File: config.mk
export PLATFORM = sky130hd
export DESIGN_NAME = alu_seq_flat
export DESIGN_NICKNAME = d
export VERILOG_FILES = /design/src/rtl/alu_seq_pkg.sv /design/src/rtl/alu_seq_if.sv /design/src/rtl/alu_iter_muldiv.sv /design/src/rtl/alu_seq.sv /design/src/flat_wrapper.sv
export SDC_FILE = /design/constraint.sdc
export NUM_CORES = 1
export LEC_CHECK = 0
export CAP_MARGIN = 0
export CORE_ASPECT_RATIO = 1.25
export CORE_MARGIN = 1
export CORE_UTILIZATION = 65
export CTS_BUF_LIST = sky130_fd_sc_hd__clkbuf_4 sky130_fd_sc_hd__clkbuf_8
export CTS_CLUSTER_DIAMETER = 150
export DETAILED_ROUTE_END_ITERATION = 7
export GPL_TIMING_DRIVEN = 1
export PLACE_DENSITY = 0.95
export SKIP_CTS_REPAIR_TIMING = 1
export SYNTH_ARGS = -nofsm -noshare
export SYNTH_HDL_FRONTEND = slang
export SYNTH_HIERARCHICAL = 1
export SYNTH_SLANG_ARGS = --single-unit
File: constraint.sdc
create_clock -name Clock -period 6.8 [get_ports Clock]
set_input_delay 1.36 -clock Clock [delete_from_list [all_inputs] [get_ports Clock]]
set_output_delay 1.36 -clock Clock [all_outputs]
set_load 0.02 [all_outputs]
File: src/rtl/alu_seq_pkg.sv
// Shared opcodes, FSM encoding and sizing helper for the sequential ALU.
package alu_seq_pkg;
  localparam logic [3:0] OP_ADD  = 4'b0000;
  localparam logic [3:0] OP_SUB  = 4'b0001;
  localparam logic [3:0] OP_MUL  = 4'b0010;
  localparam logic [3:0] OP_DIV  = 4'b0011;
  localparam logic [3:0] OP_SHL  = 4'b0100;
  localparam logic [3:0] OP_SHR  = 4'b0101;
  localparam logic [3:0] OP_AND  = 4'b1000;
  localparam logic [3:0] OP_OR   = 4'b1001;
  localparam logic [3:0] OP_XOR  = 4'b1010;
  localparam logic [3:0] OP_NOR  = 4'b1011;
  localparam logic [3:0] OP_NAND = 4'b1100;
  localparam logic [3:0] OP_XNOR = 4'b1101;
  localparam logic [3:0] OP_GT   = 4'b1110;
  localparam logic [3:0] OP_EQ   = 4'b1111;

  typedef enum logic [1:0] {
    S_IDLE = 2'd0,
    S_BUSY = 2'd1,
    S_DONE = 2'd2
  } state_t;

  // Bits needed to hold values 0..n-1; call with WIDTH+1 to size the iteration counter.
  function automatic int clog2(input int n);
    int r;
    r = 0;
    while ((1 << r) < n) r = r + 1;
    return r;
  endfunction
endpackage

File: src/rtl/alu_seq_if.sv
// Operand-issue / result-writeback handshake bundle for alu_seq.
interface alu_seq_if #(parameter int WIDTH = 8);
  logic             In_Valid;
  logic             In_Ready;
  logic [WIDTH-1:0] Input_1;
  logic [WIDTH-1:0] Input_2;
  logic [3:0]       Select_Input;
  logic             Out_Valid;
  logic             Out_Ready;
  logic [WIDTH-1:0] Output_Signal;
  logic [WIDTH-1:0] Output_High;
  logic             Carry_Output;
  logic             Zero_Flag;
  logic             Div_By_Zero;

  modport master (
    output In_Valid, Input_1, Input_2, Select_Input, Out_Ready,
    input  In_Ready, Out_Valid, Output_Signal, Output_High,
           Carry_Output, Zero_Flag, Div_By_Zero
  );
  modport slave (
    input  In_Valid, Input_1, Input_2, Select_Input, Out_Ready,
    output In_Ready, Out_Valid, Output_Signal, Output_High,
           Carry_Output, Zero_Flag, Div_By_Zero
  );
endinterface

File: src/rtl/alu_iter_muldiv.sv
// Iterative shift-add multiplier / restoring divider, one step per cycle.
// lo/hi are the next-step values; on the cycle done is high they are the final result.
module alu_iter_muldiv import alu_seq_pkg::*; #(
  parameter int WIDTH = 8
) (
  input  logic             clk,
  input  logic             rst,
  input  logic             start,
  input  logic             mode,   // 1 = divide
  input  logic [WIDTH-1:0] a,
  input  logic [WIDTH-1:0] b,
  output logic [WIDTH-1:0] lo,
  output logic [WIDTH-1:0] hi,
  output logic             done
);
  localparam int CW = clog2(WIDTH + 1);

  logic [CW-1:0]    cnt;
  logic [WIDTH-1:0] r_hi, r_lo, r_b;
  logic             r_div;
  logic [WIDTH:0]   add_s, sh;
  logic [WIDTH-1:0] dif;

  // hi:lo is a shared accumulator: product halves for MUL, remainder:quotient for DIV
  always_comb begin
    add_s = {1'b0, r_hi} + (r_lo[0] ? {1'b0, r_b} : '0);
    sh    = {r_hi, r_lo[WIDTH-1]};
    dif   = sh[WIDTH-1:0] - r_b;
    if (r_div) begin
      if (sh >= {1'b0, r_b}) begin
        hi = dif;
        lo = {r_lo[WIDTH-2:0], 1'b1};
      end else begin
        hi = sh[WIDTH-1:0];
        lo = {r_lo[WIDTH-2:0], 1'b0};
      end
    end else begin
      hi = add_s[WIDTH:1];
      lo = {add_s[0], r_lo[WIDTH-1:1]};
    end
  end

  assign done = (cnt == CW'(1));

  always_ff @(posedge clk) begin
    if (rst) begin
      cnt <= '0;
    end else if (start) begin
      r_hi  <= '0;
      r_lo  <= a;
      r_b   <= b;
      r_div <= mode;
      cnt   <= CW'(WIDTH);
    end else if (cnt != '0) begin
      r_hi <= hi;
      r_lo <= lo;
      cnt  <= cnt - CW'(1);
    end
  end
endmodule

File: src/rtl/alu_seq.sv
// Sequential ALU: IDLE/BUSY/DONE handshake FSM, single-cycle ops and flags;
// MUL and non-zero DIV are handed to the iterative unit.
module alu_seq import alu_seq_pkg::*; #(
  parameter int WIDTH = 8
) (
  input  logic      Clock,
  input  logic      Reset,
  alu_seq_if.slave  bus
);
  state_t           state;
  logic             op_div;
  logic             iter_op, start;
  logic [WIDTH-1:0] a, b, sc_lo, sc_hi, md_lo, md_hi;
  logic             sc_c, sc_dz, md_done;
  logic [WIDTH:0]   sum, dif;

  assign a       = bus.Input_1;
  assign b       = bus.Input_2;
  assign iter_op = (bus.Select_Input == OP_MUL) ||
                   (bus.Select_Input == OP_DIV && b != '0);
  assign start   = (state == S_IDLE) && bus.In_Valid && iter_op;

  alu_iter_muldiv #(.WIDTH(WIDTH)) u_muldiv (
    .clk   (Clock),
    .rst   (Reset),
    .start (start),
    .mode  (bus.Select_Input == OP_DIV),
    .a     (a),
    .b     (b),
    .lo    (md_lo),
    .hi    (md_hi),
    .done  (md_done)
  );

  always_comb begin
    sum   = {1'b0, a} + {1'b0, b};
    dif   = {1'b0, a} - {1'b0, b};
    sc_lo = sum[WIDTH-1:0];
    sc_hi = '0;
    sc_c  = sum[WIDTH];
    sc_dz = 1'b0;
    case (bus.Select_Input)
      OP_SUB:  begin sc_lo = dif[WIDTH-1:0]; sc_c = dif[WIDTH]; end
      // Only reached with a zero divisor
      OP_DIV:  begin sc_lo = '1; sc_hi = a; sc_c = 1'b0; sc_dz = 1'b1; end
      OP_SHL:  begin sc_lo = {a[WIDTH-2:0], 1'b0}; sc_c = a[WIDTH-1]; end
      OP_SHR:  begin sc_lo = {1'b0, a[WIDTH-1:1]}; sc_c = a[0]; end
      OP_AND:  begin sc_lo = a & b;    sc_c = 1'b0; end
      OP_OR:   begin sc_lo = a | b;    sc_c = 1'b0; end
      OP_XOR:  begin sc_lo = a ^ b;    sc_c = 1'b0; end
      OP_NOR:  begin sc_lo = ~(a | b); sc_c = 1'b0; end
      OP_NAND: begin sc_lo = ~(a & b); sc_c = 1'b0; end
      OP_XNOR: begin sc_lo = ~(a ^ b); sc_c = 1'b0; end
      OP_GT:   begin sc_lo = {{(WIDTH-1){1'b0}}, a > b};  sc_c = 1'b0; end
      OP_EQ:   begin sc_lo = {{(WIDTH-1){1'b0}}, a == b}; sc_c = 1'b0; end
      default: ;
    endcase
  end

  always_ff @(posedge Clock) begin
    if (Reset) begin
      state             <= S_IDLE;
      op_div            <= 1'b0;
      bus.In_Ready      <= 1'b1;
      bus.Out_Valid     <= 1'b0;
      bus.Output_Signal <= '0;
      bus.Output_High   <= '0;
      bus.Carry_Output  <= 1'b0;
      bus.Zero_Flag     <= 1'b0;
      bus.Div_By_Zero   <= 1'b0;
    end else begin
      case (state)
        S_IDLE: if (bus.In_Valid) begin
          bus.In_Ready <= 1'b0;
          op_div       <= (bus.Select_Input == OP_DIV);
          if (iter_op) begin
            state <= S_BUSY;
          end else begin
            bus.Output_Signal <= sc_lo;
            bus.Output_High   <= sc_hi;
            bus.Carry_Output  <= sc_c;
            bus.Zero_Flag     <= (sc_lo == '0);
            bus.Div_By_Zero   <= sc_dz;
            bus.Out_Valid     <= 1'b1;
            state             <= S_DONE;
          end
        end
        S_BUSY: if (md_done) begin
          bus.Output_Signal <= md_lo;
          bus.Output_High   <= md_hi;
          bus.Carry_Output  <= !op_div && (md_hi != '0);
          bus.Zero_Flag     <= (md_lo == '0);
          bus.Div_By_Zero   <= 1'b0;
          bus.Out_Valid     <= 1'b1;
          state             <= S_DONE;
        end
        S_DONE: if (bus.Out_Ready) begin
          bus.Out_Valid <= 1'b0;
          bus.In_Ready  <= 1'b1;
          state         <= S_IDLE;
        end
        default: state <= S_IDLE;
      endcase
    end
  end
endmodule

File: src/flat_wrapper.sv
// flat-port wrapper written by rule: the top's interface ports become plain ports
module alu_seq_flat import alu_seq_pkg::*;
#(
  parameter int WIDTH = 8
)
  (Clock, Reset, bus_In_Valid, bus_Input_1, bus_Input_2, bus_Select_Input, bus_Out_Ready, bus_In_Ready, bus_Out_Valid, bus_Output_Signal, bus_Output_High, bus_Carry_Output, bus_Zero_Flag, bus_Div_By_Zero);
  alu_seq_if #(.WIDTH(WIDTH)) bus_i ();
  input  logic Clock;
  input  logic Reset;
  input wire logic [$bits(bus_i.In_Valid)-1:0] bus_In_Valid;
  input wire logic [$bits(bus_i.Input_1)-1:0] bus_Input_1;
  input wire logic [$bits(bus_i.Input_2)-1:0] bus_Input_2;
  input wire logic [$bits(bus_i.Select_Input)-1:0] bus_Select_Input;
  input wire logic [$bits(bus_i.Out_Ready)-1:0] bus_Out_Ready;
  output wire logic [$bits(bus_i.In_Ready)-1:0] bus_In_Ready;
  output wire logic [$bits(bus_i.Out_Valid)-1:0] bus_Out_Valid;
  output wire logic [$bits(bus_i.Output_Signal)-1:0] bus_Output_Signal;
  output wire logic [$bits(bus_i.Output_High)-1:0] bus_Output_High;
  output wire logic [$bits(bus_i.Carry_Output)-1:0] bus_Carry_Output;
  output wire logic [$bits(bus_i.Zero_Flag)-1:0] bus_Zero_Flag;
  output wire logic [$bits(bus_i.Div_By_Zero)-1:0] bus_Div_By_Zero;
  assign bus_i.In_Valid = bus_In_Valid;
  assign bus_i.Input_1 = bus_Input_1;
  assign bus_i.Input_2 = bus_Input_2;
  assign bus_i.Select_Input = bus_Select_Input;
  assign bus_i.Out_Ready = bus_Out_Ready;
  assign bus_In_Ready = bus_i.In_Ready;
  assign bus_Out_Valid = bus_i.Out_Valid;
  assign bus_Output_Signal = bus_i.Output_Signal;
  assign bus_Output_High = bus_i.Output_High;
  assign bus_Carry_Output = bus_i.Carry_Output;
  assign bus_Zero_Flag = bus_i.Zero_Flag;
  assign bus_Div_By_Zero = bus_i.Div_By_Zero;
  alu_seq #(.WIDTH(WIDTH)) u_core (.Clock(Clock), .Reset(Reset), .bus(bus_i));
endmodule
==> impl_metrics.env <==
export IMPL_tritoncts="built"
export IMPL_cts_sink_count=53
export IMPL_final_nets=706
export IMPL_rsz0062_at_grt="no"
export IMPL_first_global_vias=4951
export IMPL_status="completed"
export IMPL_worst_pin_slew_ns=1.32
export IMPL_synthesis_area_per_instance_um2=8.44
export IMPL_yosys_warnings=6
export IMPL_antenna_violations_before_repair=0
export IMPL_detailroute_via_count=5107
export IMPL_timing_critical_path_arrival_ns=4.39
export IMPL_switching_share_pct=45.3
export IMPL_hpwlAfterDp_um=12600
export IMPL_dp_slack_ns=2.07
export IMPL_count_of_filler_cells_inserted_in_the_layout=603
export IMPL_maxClockFrequency_mhz=224
export IMPL_path_buf_inv=3
export IMPL_min_delay_path_depth=2
export IMPL_pwr_share_clk_pct=12.2
export IMPL_syn_inst=617
export IMPL_globalRoute_totalOverflow=0
export IMPL_final_antenna_net_count=0
export IMPL_placed_cell_area_mm2=0.00558
export IMPL_synth_edf_count=25
export IMPL_num_antenna_cells=0
export IMPL_synth_top_flop_cell="sky130_fd_sc_hd__dfxtp_1"
export IMPL_comb_power_share_pct=57.0
export IMPL_routed_wl_um=16700
export IMPL_start_kind="input port"
export IMPL_drive_above_1_share_pct=8.96
export IMPL_finalInstanceArea_mm2=0.00568
export IMPL_peakVddDrop_uv=269
export IMPL_pwr_density_cell_mw_per_mm2=273
export IMPL_yosysTopAreaCell="sky130_fd_sc_hd__edfxtp_1"
export IMPL_placedCellCount=723
export IMPL_clock_tree_htree_level_count=2
export IMPL_critPathSlowestCell="sky130_fd_sc_hd__nor2_1"
export IMPL_crit_reg2reg_capture="u_core/bus.Carry_Output"
export IMPL_fin_setup_tns_ns=0
export IMPL_ys_top_cells_by_area="sky130_fd_sc_hd__edfxtp_1 (14%), sky130_fd_sc_hd__dfxtp_1 (11%), sky130_fd_sc_hd__ha_1 (10%), sky130_fd_sc_hd__a21oi_1 (3.8%), sky130_fd_sc_hd__nor2_1 (3.6%)"
export IMPL_maxCapViolCount=0
export IMPL_mappedNetlistArea_mm2=0.00521
export IMPL_number_of_setup_violations_in_the_final_report=0
export IMPL_first_pass_grt_wire_length_um=25600
export IMPL_critical_path_most_common_cell="sky130_fd_sc_hd__nor2_1"
export IMPL_hold_end="u_core/bus.Div_By_Zero"
export IMPL_clockRootBuffer="sky130_fd_sc_hd__clkbuf_8"
export IMPL_worstReg2RegStart="u_core/u_muldiv/r_lo[0]"
export IMPL_most_used_cells_in_the_layout_excluding_fill_and_tap_cells="sky130_fd_sc_hd__nor2_1 (50), sky130_fd_sc_hd__nand2_1 (48), sky130_fd_sc_hd__clkdlybuf4s50_1 (44)"
export IMPL_cell_internal_pwr_mw=0.848
export IMPL_timing_hold_ws_ns=0.468
export IMPL_drt_first_pass_iters=8
export IMPL_reg2reg_setup_slack_ns=3.15
export IMPL_io_pin_count=45
export IMPL_grt_max_degree=35
export IMPL_post_route_min_period_ns=4.46
export IMPL_clock_pin_slew_reported_for_the_worst_setup_and_hold_paths_after_clock_tree_synthesis_ns=0.10
export IMPL_critical_path_cell_chain="clkdlybuf4s50_1 > buf_4 > inv_1 > and4_1 > and3_1 > nor2_1 > nor2_1"
export IMPL_timing_worst_setup_path_type="input port to flop"
export IMPL_fp_row_count=36
export IMPL_final_critical_path_setup_slack_ns=2.34
export IMPL_worst_path_max_fanout=32
export IMPL_max_slew_margin_rel_pct=11.7
export IMPL_initial_core_util_pct=66.8
export IMPL_synth_cell_types=92
export IMPL_leakagePower_nw=2.28
export IMPL_final_common_cell="sky130_fd_sc_hd__nor2_1"
export IMPL_core_area_mm2=0.00779
export IMPL_vias_per_cell=6.99
export IMPL_sequentialPowerShare_pct=30.8
export IMPL_fp_dieArea_mm2=0.00837
export IMPL_timing_critical_path_max_delay_family="simple AND/OR/NAND/NOR gates"
export IMPL_async_reset_ff_share_pct=0
export IMPL_area_sequential_mm2=0.00131
export IMPL_wl_per_cell_um=22.8
export IMPL_holdCritStartpoint="u_core/bus.Div_By_Zero"
export IMPL_dieHeight_um=102
export IMPL_cts_buffer_depth=2
export IMPL_track_usage_pct=41.6
export IMPL_layout_area_overhead_vs_synth_pct=9.01
export IMPL_yosys_area_top_type_share_pct=14.4
export IMPL_timing_hold_worst_class="flop to flop"
export IMPL_insertion_delay_ns=0.32
export IMPL_finalClockSkew_ns=0.0107
export IMPL_synth_seq_area_share_pct=25.2
export IMPL_multiInputGateArea_mm2=0.00349
export IMPL_die_w_um=82.1
export IMPL_reg2reg_depth=13
export IMPL_postSynthRegisterBits=53
export IMPL_non_filler_instances=731
export IMPL_slowest_delay_ns=1.01
export IMPL_end_kind="flop"
export IMPL_finalCritPeriodShare_pct=65.6
export IMPL_slew_viol_final=0
export IMPL_hold_viol_final=0
export IMPL_drt_initial_drc_count=543
export IMPL_total_switching_power_mw=0.703
export IMPL_globalplace_congestion=0.977
export IMPL_placement_io_buffers=44
export IMPL_total_drc_errors_in_the_routed_layout=0
export IMPL_synthesis_nets=688
export IMPL_worstPathRequired_ns=6.73
export IMPL_clock_buffers_created_by_tritoncts=5
-- final cells by class --
class | count | share of cell area, %
sequential | 53 | 23.1
tap | 95 | 2.09
inverter | 44 | 2.91
clock buffer | 5 | 1.21
timing repair buffer | 51 | 8.69
clock inverter | 3 | 0.441
multi-input combinational | 480 | 61.6
-- power by group through the flow --
stage          logic [mW]  registers (mW)  clock network (mW)
2_1_floorplan       0.613           0.473                   0
3_3_place_gp        0.803           0.477                   0
3_5_place_dp        0.839           0.482                   0
4_1_cts             0.848           0.475               0.187
5_1_grt             0.954           0.486               0.203
6_report            0.884           0.478               0.189
-- how the worst max path moves through the flow --
stage	from	endpoint	slack, ns	depth (start not counted)
floorplan	bus_Select_Input[2]	u_core/u_muldiv/r_b[0]	3.35	8
global placement	bus_Select_Input[3]	u_core/u_muldiv/r_lo[7]	2.17	7
detailed placement	bus_Select_Input[3]	u_core/u_muldiv/r_lo[1]	2.07	7
CTS	bus_Select_Input[3]	u_core/u_muldiv/r_lo[4]	2.38	7
global route	bus_Select_Input[3]	u_core/u_muldiv/r_lo[2]	2.18	7
finish	bus_Select_Input[3]	u_core/u_muldiv/r_lo[2]	2.34	7
-- layer usage --
metal	part of all wire (%)	GRT usage (%)
met1	35	43.2
met2	51	71.3
met3	6.9	9.73
met4	7.5	32.0
met5	0	1.25
-- synth_stat cells, types with 12 or more instances --
cell and number:
sky130_fd_sc_hd__a211oi_1 13, sky130_fd_sc_hd__a21oi_1 40, sky130_fd_sc_hd__a311oi_1 13, sky130_fd_sc_hd__buf_2 12, sky130_fd_sc_hd__clkbuf_1 14, sky130_fd_sc_hd__dfxtp_1 28
sky130_fd_sc_hd__edfxtp_1 25, sky130_fd_sc_hd__ha_1 43, sky130_fd_sc_hd__inv_1 43, sky130_fd_sc_hd__mux2_2 14, sky130_fd_sc_hd__nand2_1 48, sky130_fd_sc_hd__nand2b_1 14
sky130_fd_sc_hd__nand3_1 17, sky130_fd_sc_hd__nor2_1 50, sky130_fd_sc_hd__nor3_1 15, sky130_fd_sc_hd__o21ai_0 15
-- worst register-to-register path, cell delays in order (launching register included) --
cell and delay [ns]:
sky130_fd_sc_hd__edfxtp_1 0.53, sky130_fd_sc_hd__and2_1 0.21, sky130_fd_sc_hd__ha_1 0.24, sky130_fd_sc_hd__fa_1 0.48, sky130_fd_sc_hd__a211o_1 0.34, sky130_fd_sc_hd__a21o_1 0.17, sky130_fd_sc_hd__a211oi_1 0.29, sky130_fd_sc_hd__nor2_1 0.09
sky130_fd_sc_hd__nor2_1 0.15, sky130_fd_sc_hd__a21oi_1 0.11, sky130_fd_sc_hd__nor4_1 0.46, sky130_fd_sc_hd__a21oi_1 0.17, sky130_fd_sc_hd__a21oi_1 0.19, sky130_fd_sc_hd__a211oi_1 0.11
-- sequential cells by signal, indices dropped and copies added, names as in the netlist --
name                      flops
u_core/state                  2
u_core/op_div                 1
u_core/u_muldiv/r_b           8
u_core/u_muldiv/r_hi          8
u_core/bus.Div_By_Zero        1
u_core/u_muldiv/r_lo          8
u_core/bus.Output_Signal      8
u_core/bus.Zero_Flag          1
u_core/bus.Carry_Output       1
u_core/u_muldiv/r_div         1
u_core/bus.In_Ready           1
u_core/u_muldiv/cnt           4
u_core/bus.Out_Valid          1
u_core/bus.Output_High        8
-- cells by family after synthesis --
kind of cell	share of synthesized area (%)
xor+xnor	1.85
simple gates	22.1
mux	5.74
fa+ha+maj	11.9
compound gates	25.5
buf+inv	7.71
flops	25.2
-- per-stage QoR --
stage / power [mW] / util (%)
finish: 1.55 / 72.8
global route: 1.64 / 72.8
CTS: 1.51 / 72.8
detailed placement: 1.32 / 71.6
global placement: 1.28 / 71.6
floorplan: 1.09 / -
(Power assumes the default switching activity.)
